File: config.mk
export PLATFORM = sky130hd
export DESIGN_NAME = seg_display_scheduler
export DESIGN_NICKNAME = d
export VERILOG_FILES = /design/src/rtl/seg_display_scheduler.sv
export SDC_FILE = /design/constraint.sdc
export NUM_CORES = 1
export LEC_CHECK = 0
export ABC_AREA = 1
export CORE_MARGIN = 3
export CORE_UTILIZATION = 55
export DETAILED_ROUTE_END_ITERATION = 7
export GPL_TIMING_DRIVEN = 0
export PLACE_DENSITY = 0.77
export SYNTH_ARGS = -nofsm -noshare
export SYNTH_HDL_FRONTEND = slang
export SYNTH_SLANG_ARGS = --single-unit
File: constraint.sdc
create_clock -name clk -period 5.23 [get_ports clk]
set_clock_uncertainty 0.15 [all_clocks]
set_input_delay 1.569 -clock clk [delete_from_list [all_inputs] [get_ports clk]]
set_output_delay 1.569 -clock clk [all_outputs]
set_load 0.01 [all_outputs]
File: src/rtl/seg_display_scheduler.sv
// Round-robin time-sharing of a 4-digit 7-segment display between NSRC sources.
// One source word is latched per frame. Each digit slot starts with a short all-off gap.
module seg_display_scheduler #(
   parameter int NSRC      = 2,
   parameter int SCAN_DIV  = 131072,
   parameter int BLANK_CYC = 1024,
   parameter int DWELL     = 190
) (
   input  logic                 clk,
   input  logic                 rst,
   input  logic [NSRC-1:0]      src_valid,
   input  logic [16*NSRC-1:0]   src_data,
   output logic [3:0]           an,
   output logic [6:0]           seg,
   output logic [1:0]           active_src,
   output logic                 frame_tick
);

   localparam int CW = (SCAN_DIV > 1) ? $clog2(SCAN_DIV) : 1;
   localparam int DW = $clog2(DWELL + 1);

   typedef enum logic {BLANK, DRIVE} slot_e;

   logic [CW-1:0] cnt_q, cnt_d;
   logic [1:0]    digit_q, digit_d;
   logic [DW-1:0] dwell_q, dwell_d;
   logic [1:0]    act_q, act_d;
   logic [15:0]   word_q, word_d;
   logic          nv_q, nv_d;
   logic [3:0]    an_q, an_d;
   logic [6:0]    seg_q, seg_d;

   logic [3:0]    vld;
   logic          frame_start;
   logic          found;
   logic [1:0]    pick;
   int            idx;
   slot_e         slot;

   function automatic logic [6:0] decode(input logic [3:0] n);
      case (n)
         4'h0: decode = 7'b1000000;
         4'h1: decode = 7'b1111001;
         4'h2: decode = 7'b0100100;
         4'h3: decode = 7'b0110000;
         4'h4: decode = 7'b0011001;
         4'h5: decode = 7'b0010010;
         4'h6: decode = 7'b0000010;
         4'h7: decode = 7'b1111000;
         4'h8: decode = 7'b0000000;
         4'h9: decode = 7'b0010000;
         4'hA: decode = 7'b0001000;
         4'hB: decode = 7'b0000011;
         4'hC: decode = 7'b1000110;
         4'hD: decode = 7'b0100001;
         4'hE: decode = 7'b0000110;
         default: decode = 7'b0001110;
      endcase
   endfunction

   always_comb begin
      vld              = '0;
      vld[NSRC-1:0]    = src_valid;
      frame_start      = (cnt_q == '0) && (digit_q == 2'd3);
      slot             = (cnt_q < CW'(BLANK_CYC)) ? BLANK : DRIVE;

      cnt_d   = (cnt_q == CW'(SCAN_DIV - 1)) ? '0 : cnt_q + 1'b1;
      digit_d = (cnt_q == CW'(SCAN_DIV - 1)) ? digit_q - 2'd1 : digit_q;

      act_d   = act_q;
      dwell_d = dwell_q;
      word_d  = word_q;
      nv_d    = nv_q;
      found   = 1'b0;
      pick    = act_q;
      idx     = 0;

      if (frame_start) begin
         if ((dwell_q < DW'(DWELL - 1)) && vld[act_q]) begin
            found   = 1'b1;
            dwell_d = dwell_q + 1'b1;
         end else begin
            dwell_d = '0;
            // k = NSRC lands back on the current source, so it is tried last
            for (int k = 1; k <= NSRC; k++) begin
               idx = (int'(act_q) + k) % NSRC;
               if (!found && vld[2'(idx)]) begin
                  found = 1'b1;
                  pick  = 2'(idx);
               end
            end
         end
         act_d = pick;
         nv_d  = !found;
         if (found) word_d = src_data[int'(pick)*16 +: 16];
      end

      // Use the word being latched so a zero-length blank still shows the new frame.
      if (slot == BLANK) begin
         an_d  = 4'b1111;
         seg_d = 7'b1111111;
      end else begin
         an_d  = ~(4'b0001 << digit_q);
         seg_d = nv_d ? 7'b0111111 : decode(word_d[int'(digit_q)*4 +: 4]);
      end
   end

   always_ff @(posedge clk) begin
      if (rst) begin
         cnt_q   <= '0;
         digit_q <= 2'd3;
         dwell_q <= '0;
         act_q   <= '0;
         word_q  <= '0;
         nv_q    <= 1'b1;
         an_q    <= 4'b1111;
         seg_q   <= 7'b1111111;
      end else begin
         cnt_q   <= cnt_d;
         digit_q <= digit_d;
         dwell_q <= dwell_d;
         act_q   <= act_d;
         word_q  <= word_d;
         nv_q    <= nv_d;
         an_q    <= an_d;
         seg_q   <= seg_d;
      end
   end

   assign an         = an_q;
   assign seg        = seg_q;
   assign active_src = act_q;
   assign frame_tick = frame_start && !rst;

endmodule

# After elaboration in Yosys (flattened, before gate mapping)
# Memory sizes are Yosys's and may differ from the RTL's.
# Cells that the tools add are included.
dict set report op_classes {
  add_sub_neg 5
  order_cmp 5
  eq_ne 2
  shift 3
  n_mux 23
  n_bitwise 3
  n_reduce_logical 11
}
# op n
set ops {}
lappend ops {{2-to-1 mux 16 bit} 2}
lappend ops {{variable part select 32 x 7 -> 16 bit} 1}
lappend ops {{adder 17 x 1 -> 17 bit, second input constant} 1}
lappend ops {{equality test 17 bit, second input constant} 1}
lappend ops {{logical NOT 17 bit} 1}
lappend ops {{< comparator 17 x 11 -> 1 bit, second input constant} 1}
lappend ops {{variable part select 16 x 5 -> 4 bit} 1}
lappend ops {{2-to-1 mux 1 bit} 12}
lappend ops {{adder 8 x 1 -> 8 bit, second input constant} 1}
lappend ops {{< comparator 2 x 4 -> 1 bit, second input constant} 2}
lappend ops {{< comparator 8 bit, second input constant} 1}
lappend ops {{2-to-1 mux 2 bit} 4}
lappend ops {{2-to-1 mux 8 bit} 1}
lappend ops {{2-to-1 mux 7 bit} 1}
lappend ops {{binary-select mux 1 bit (select 2 bit)} 3}
lappend ops {{logical AND 1 bit} 4}
lappend ops {{inverter 4 bit} 1}
lappend ops {{OR reduction 2 bit} 2}
lappend ops {{<< shifter 1 x 2 -> 4 bit, first input constant} 1}
lappend ops {{logical NOT 1 bit} 3}
lappend ops {{< comparator 2 x 3 -> 1 bit, second input constant} 1}
lappend ops {{OR reduction 3 bit} 1}
lappend ops {{adder 1 bit, second input constant} 2}
lappend ops {{AND 1 bit, first input constant} 2}
lappend ops {{2 further kinds} 2}
dict set report word_totals {
  regBits 57
  rom_bits 112
  input_bits 36
  output_inout_bits 14
  word_cells 62
  n_memories 1
}
# memory words width rd rd_ports_with_merged_regs wr line
set memory_table {}
lappend memory_table {{(name not given)} 16 7 1 0 0 41} ;# case (n)

# Longest topological paths before layout
# Gate-level depths: netlist of run 1.
# An unclocked memory read counts as a cell.
dict set report depth {
  word_depth 19
  ltp_mapped 20
}

# Worst setup path after synthesis of run 1
# Ideal clock, no wire load.
dict set report synth_timing {
  kind {input-to-reg}
  from {input src_valid[1]}
  to {register seg_q[3], in the netlist seg[3]}
  setup_time_ns 0.123
  t_arrival_ns 3.224
  path_slack_ns 1.733
  path_stages 14
  n_path_buf 2
  cell_sequence {nor2_1 nor2_4 buf_6 buf_6 or2_1 nand3_1 nand3_1 nand2_1 inv_1 ha_1 nand3_1 nand2_1 nand2_1 nand3_1}
}
dict set report synth_between {
  elab_chain_len 16
  word_cells_on_any_way 29
}
# element line
set synth_lines {}
lappend synth_lines {{start, declared} 11} ;# input logic [NSRC-1:0] src_valid,
lappend synth_lines {{binary-select mux 1 bit (select 2 bit)} 87} ;# if (!found && vld[2'(idx)]) begin
lappend synth_lines {{2-to-1 mux 1 bit (implied by the code) (2 in series)} 87}
lappend synth_lines {{2-to-1 mux 1 bit} 87}
lappend synth_lines {{2-to-1 mux 1 bit} 79} ;# if ((dwell_q < DW'(DWELL - 1)) && vld[act_q]) begin
lappend synth_lines {{2-to-1 mux 1 bit} 78} ;# if (frame_start) begin
lappend synth_lines {{logical NOT 1 bit} 87}
lappend synth_lines {{logical AND 1 bit} 87}
lappend synth_lines {{2-to-1 mux 2 bit} 87}
lappend synth_lines {{2-to-1 mux 2 bit} 79}
lappend synth_lines {{2-to-1 mux 2 bit} 78}
lappend synth_lines {{variable part select 32 x 7 -> 16 bit} 95} ;# if (found) word_d = src_data[int'(pick)*16 +: 16];
lappend synth_lines {{2-to-1 mux 16 bit} 95}
lappend synth_lines {{2-to-1 mux 16 bit} 78}
lappend synth_lines {{variable part select 16 x 5 -> 4 bit} 104} ;# seg_d = nv_d ? 7'b0111111 : decode(word_d[int'(digit_q)*4 +: 4]);
lappend synth_lines {{memory read (16 x 7 bit)} n/a}
lappend synth_lines {{end signal, assigned} 126} ;# seg_q <= seg_d;
lappend synth_lines {{end, declared} 31} ;# logic [6:0] seg_q, seg_d;
# Parallel ways exist; a longest one is shown, timed or not. The select of a mux whose other input is x is not followed.
# A chain may end at the register's enable or synchronous reset.

# Worst setup path in the final report of run 1
dict set report layout_timing {
  from {input rst}
  to {output frame_tick}
}
dict set report layout_between {
  elab_chain_len 2
}
# element line
set layout_lines {}
lappend layout_lines {{start, declared} 10} ;# input logic rst,
lappend layout_lines {{logical NOT 1 bit} 133} ;# assign frame_tick = frame_start && !rst;
lappend layout_lines {{logical AND 1 bit} 133}
lappend layout_lines {{end, declared} 16} ;# output logic frame_tick
# Every way passes these cells.

==> impl_metrics.tcl, run 1 <==
set metrics [dict create \
    worst_pin_slew_ns 0.515 \
    crit_fanout 6 \
    relSlewSlack 0.657 \
    first_iter_violations 87 \
    synth_area_leaders "dfxtp_1 (36%), nand2_1 (12%), nand3_1 (10%), ha_1 (6.3%), inv_1 (5.6%)" \
    synth_seq_cells 57 \
    maxClockFrequency_ghz 0.219 \
    cp_cell_sequence "clkdlybuf4s50_1 > nor2_1 > clkdlybuf4s50_1" \
    die_h_um 81.9 \
    die_area_um2 6710 \
    synthFlopType "dfxtp_1" \
    post-route-period-util 0.874 \
    grt_overflow 0 \
    combPwrFrac 0.263 \
    root_buffer "clkbuf_8" \
    synth_top_area_cell "dfxtp_1" \
    cts_resized 0 \
    cts.sinks 57 \
    cts_inserted_buffers 9 \
    cp.arrival_ns 2.85 \
    syn_area_um2 3170 \
    p_per_area_nw_per_um2 304 \
    async_flop_share 0 \
    setup.worst_path.start_class "primary input" \
    grt_first_pass_wirelength_um 12000 \
    synth_cells 444 \
    setup-violations-final 0 \
    max_stage_delay_ns 0.56 \
    rows 27 \
    finalHoldViolCount 0 \
    crit_path_frequent_cell "clkdlybuf4s50_1" \
    n_antenna_cell 0 \
    dr.max_layer_used "met4" \
    dr_wl_met2_um 3450 \
    routed-wl-met3_um 308 \
    synth_cell_types 31 \
    io_buffers 49 \
    maxCapViolCount 0 \
    clk_latency_ns 0.35 \
    area_growth_pct 24.5 \
    nets 556 \
    grt_max_degree 11 \
    p_seq_frac 0.390 \
    gp_congestion 0.851 \
    ant_nets 0 \
    critPathSlowestCell "clkdlybuf4s50_1" \
    switching_share 0.320 \
    core_area_um2 5540 \
    synth_most_common_cell "nand2_1" \
    synth_top_area_share 0.360 \
    p_sw_mw 0.384 \
    antenna_found_initial 0 \
    synth-edff-count 0 \
    dp_hpwl_um 5560 \
    grt_usage 0.234 \
    rsz0062_at_grt "no" \
    ir_drop_mv 0.213 \
    h-tree-depth 3 \
    via_per_inst 5.06 \
    syn_area_per_cell_um2 7.14 \
    start_util 0.572 \
    final_max_slew_viol_count 0 \
    met1_length_um 3330 \
    postCtsSetupBuffers 0 \
    status "finished clean" \
    syn-num-nets 496 \
    yosysWarnings 0 \
    wirelength_um 7220 \
    critPathKind "primary input to primary output" \
    vias 2937 \
    routedWlPerCell_um 12.4 \
    n_fill_cell 495 \
    drc_errors 0 \
    clk_pin_slew_ns 0.07 \
    tns_ns 0 \
    drive_above_1_share 0.130 \
    crit_required_ns 3.51 \
    num_io_pins 50 \
    first_global_vias 2686 \
    timing.hold.ws_ns 0.323 \
    post-route-min-period_ns 4.57 \
    power.leakage_nw 1.73 \
    cts_tree "yes" \
    cts_hold_buf 0 \
    seq_area_frac_synth 0.360 \
    clk_path_buf_depth 2 \
    pwr-share-clk 0.347 \
    synth_common_cells "nand2_1 (104), nand3_1 (64), dfxtp_1 (57)" \
    endpoint_kind "primary output" \
    dr.pass1.iters 4 \
    hp-class "flip-flop to flip-flop" \
    p_int_mw 0.815 \
    die_w_um 81.9 \
]
==> power by group through the flow <==
stage | sequential, mW | clock (mW) | combinational (mW)
floorplan | 0.475 | 0 | 0.232
global placement | 0.476 | 0 | 0.308
detailed placement | 0.477 | 0 | 0.316
CTS | 0.467 | 0.421 | 0.318
global route | 0.470 | 0.442 | 0.357
finish | 0.467 | 0.416 | 0.316
==> through the flow <==
stage / power, mW / util / instance area [um^2] / cells / setup WS [ns]
3_5_place_dp: 0.793 / 0.677 / 3750 / 565 / 0.666
5_1_grt: 1.27 / 0.712 / 3950 / 581 / 0.593
6_report: 1.20 / 0.712 / 3950 / 581 / 0.657
3_3_place_gp: 0.783 / 0.677 / 3750 / 565 / 0.673
4_1_cts: 1.21 / 0.712 / 3950 / 581 / 0.661
2_1_floorplan: 0.706 / - / 3170 / 444 / 1.73
==> path summary, 6_finish.rpt <==
check	startpoint	end	slack (ns)	cells after the start
hold / removal	cnt_q[0]$_SDFF_PP0_	cnt_q[0]$_SDFF_PP0_	0.32	1
setup / recovery	rst	frame_tick	0.66	3
setup reg to reg	digit_q[1]$_SDFFE_PP1P_	seg[5]$_SDFF_PP1_	2.15	17
hold reg to reg	cnt_q[0]$_SDFF_PP0_	cnt_q[0]$_SDFF_PP0_	0.32	1
==> critical path: cells and delay by family <==
family                 cells  cell delay [ns]
buffers and inverters      2             1.08
AND/OR/NAND/NOR            1             0.20
==> final cells by class <==
type	count	area, um^2	area share
Clock inverter	5	55.1	0.0140
Inverter	57	216	0.0549
Multi-Input combinational cell	322	1750	0.444
Tap cell	72	90.1	0.0228
Clock buffer	11	141	0.0358
Timing Repair Buffer	49	490	0.124
Buffer	8	60.1	0.0152
Sequential cell	57	1140	0.289
==> flip-flops by register name, summed over array words and instances (netlist names) <==
name,count
active_src,2
digit_q,2
dwell_q,8
nv_q,1
word_q,16
an,4
cnt_q,17
seg,7
==> cell usage in the layout (no fill, tap or decap) <==
cell type | netlist | layout
nor3b_1 | 2 | 2
nand2_4 | 6 | 6
ha_1 | 16 | 16
o31ai_1 | 1 | 1
o21ai_0 | 11 | 11
nor4_2 | 1 | 1
nand3_4 | 1 | 1
clkinvlp_4 | 0 | 2
clkbuf_1 | 4 | 5
inv_2 | 8 | 8
nand3_1 | 64 | 64
nand3_2 | 11 | 11
bufinv_16 | 0 | 1
nand2_2 | 6 | 6
nor2_8 | 1 | 1
clkinv_2 | 0 | 2
buf_6 | 4 | 4
clkinv_1 | 1 | 1
inv_4 | 1 | 1
clkbuf_8 | 0 | 10
or2_1 | 3 | 3
o21a_1 | 1 | 1
nor2_2 | 4 | 4
inv_1 | 47 | 47
nor3_1 | 6 | 6
nor2_1 | 42 | 42
dfxtp_1 | 57 | 57
nand4_1 | 5 | 5
xor2_1 | 5 | 5
a21oi_1 | 21 | 21
or2_2 | 5 | 5
nand2_1 | 104 | 104
nor2_4 | 2 | 2
clkdlybuf4s50_1 | 0 | 49
o21ai_1 | 3 | 3
a21oi_2 | 1 | 1
==> metal layers <==
metal,vias up,global-route usage
met3,14,0.0461
li1,1542,-
met5,-,0
met4,0,0.111
met2,57,0.383
met1,1324,0.295
==> cell families after synthesis <==
group / Yosys count / synth area share
AOI/OAI and AO/OA: 38 / 0.0628
and+or+nand+nor: 263 / 0.413
adders and majority gates: 16 / 0.0632
buffers and inverters: 65 / 0.0873
xor gates and xnor gates: 5 / 0.0138
DFF: 57 / 0.360
(Power assumes the default switching activity.)
==> run 2: changes to the inputs <==
--- a/config.mk
+++ b/config.mk
@@ -6,8 +6,10 @@
 export NUM_CORES = 1
 export LEC_CHECK = 0
 export ABC_AREA = 1
+export CAP_MARGIN = 20
 export CORE_MARGIN = 3
 export CORE_UTILIZATION = 55
+export CTS_CLUSTER_DIAMETER = 150
 export DETAILED_ROUTE_END_ITERATION = 7
 export GPL_TIMING_DRIVEN = 0
 export PLACE_DENSITY = 0.77
==> results of run 2 <==
Final layout, timing and power as in run 1 (identical DEF).
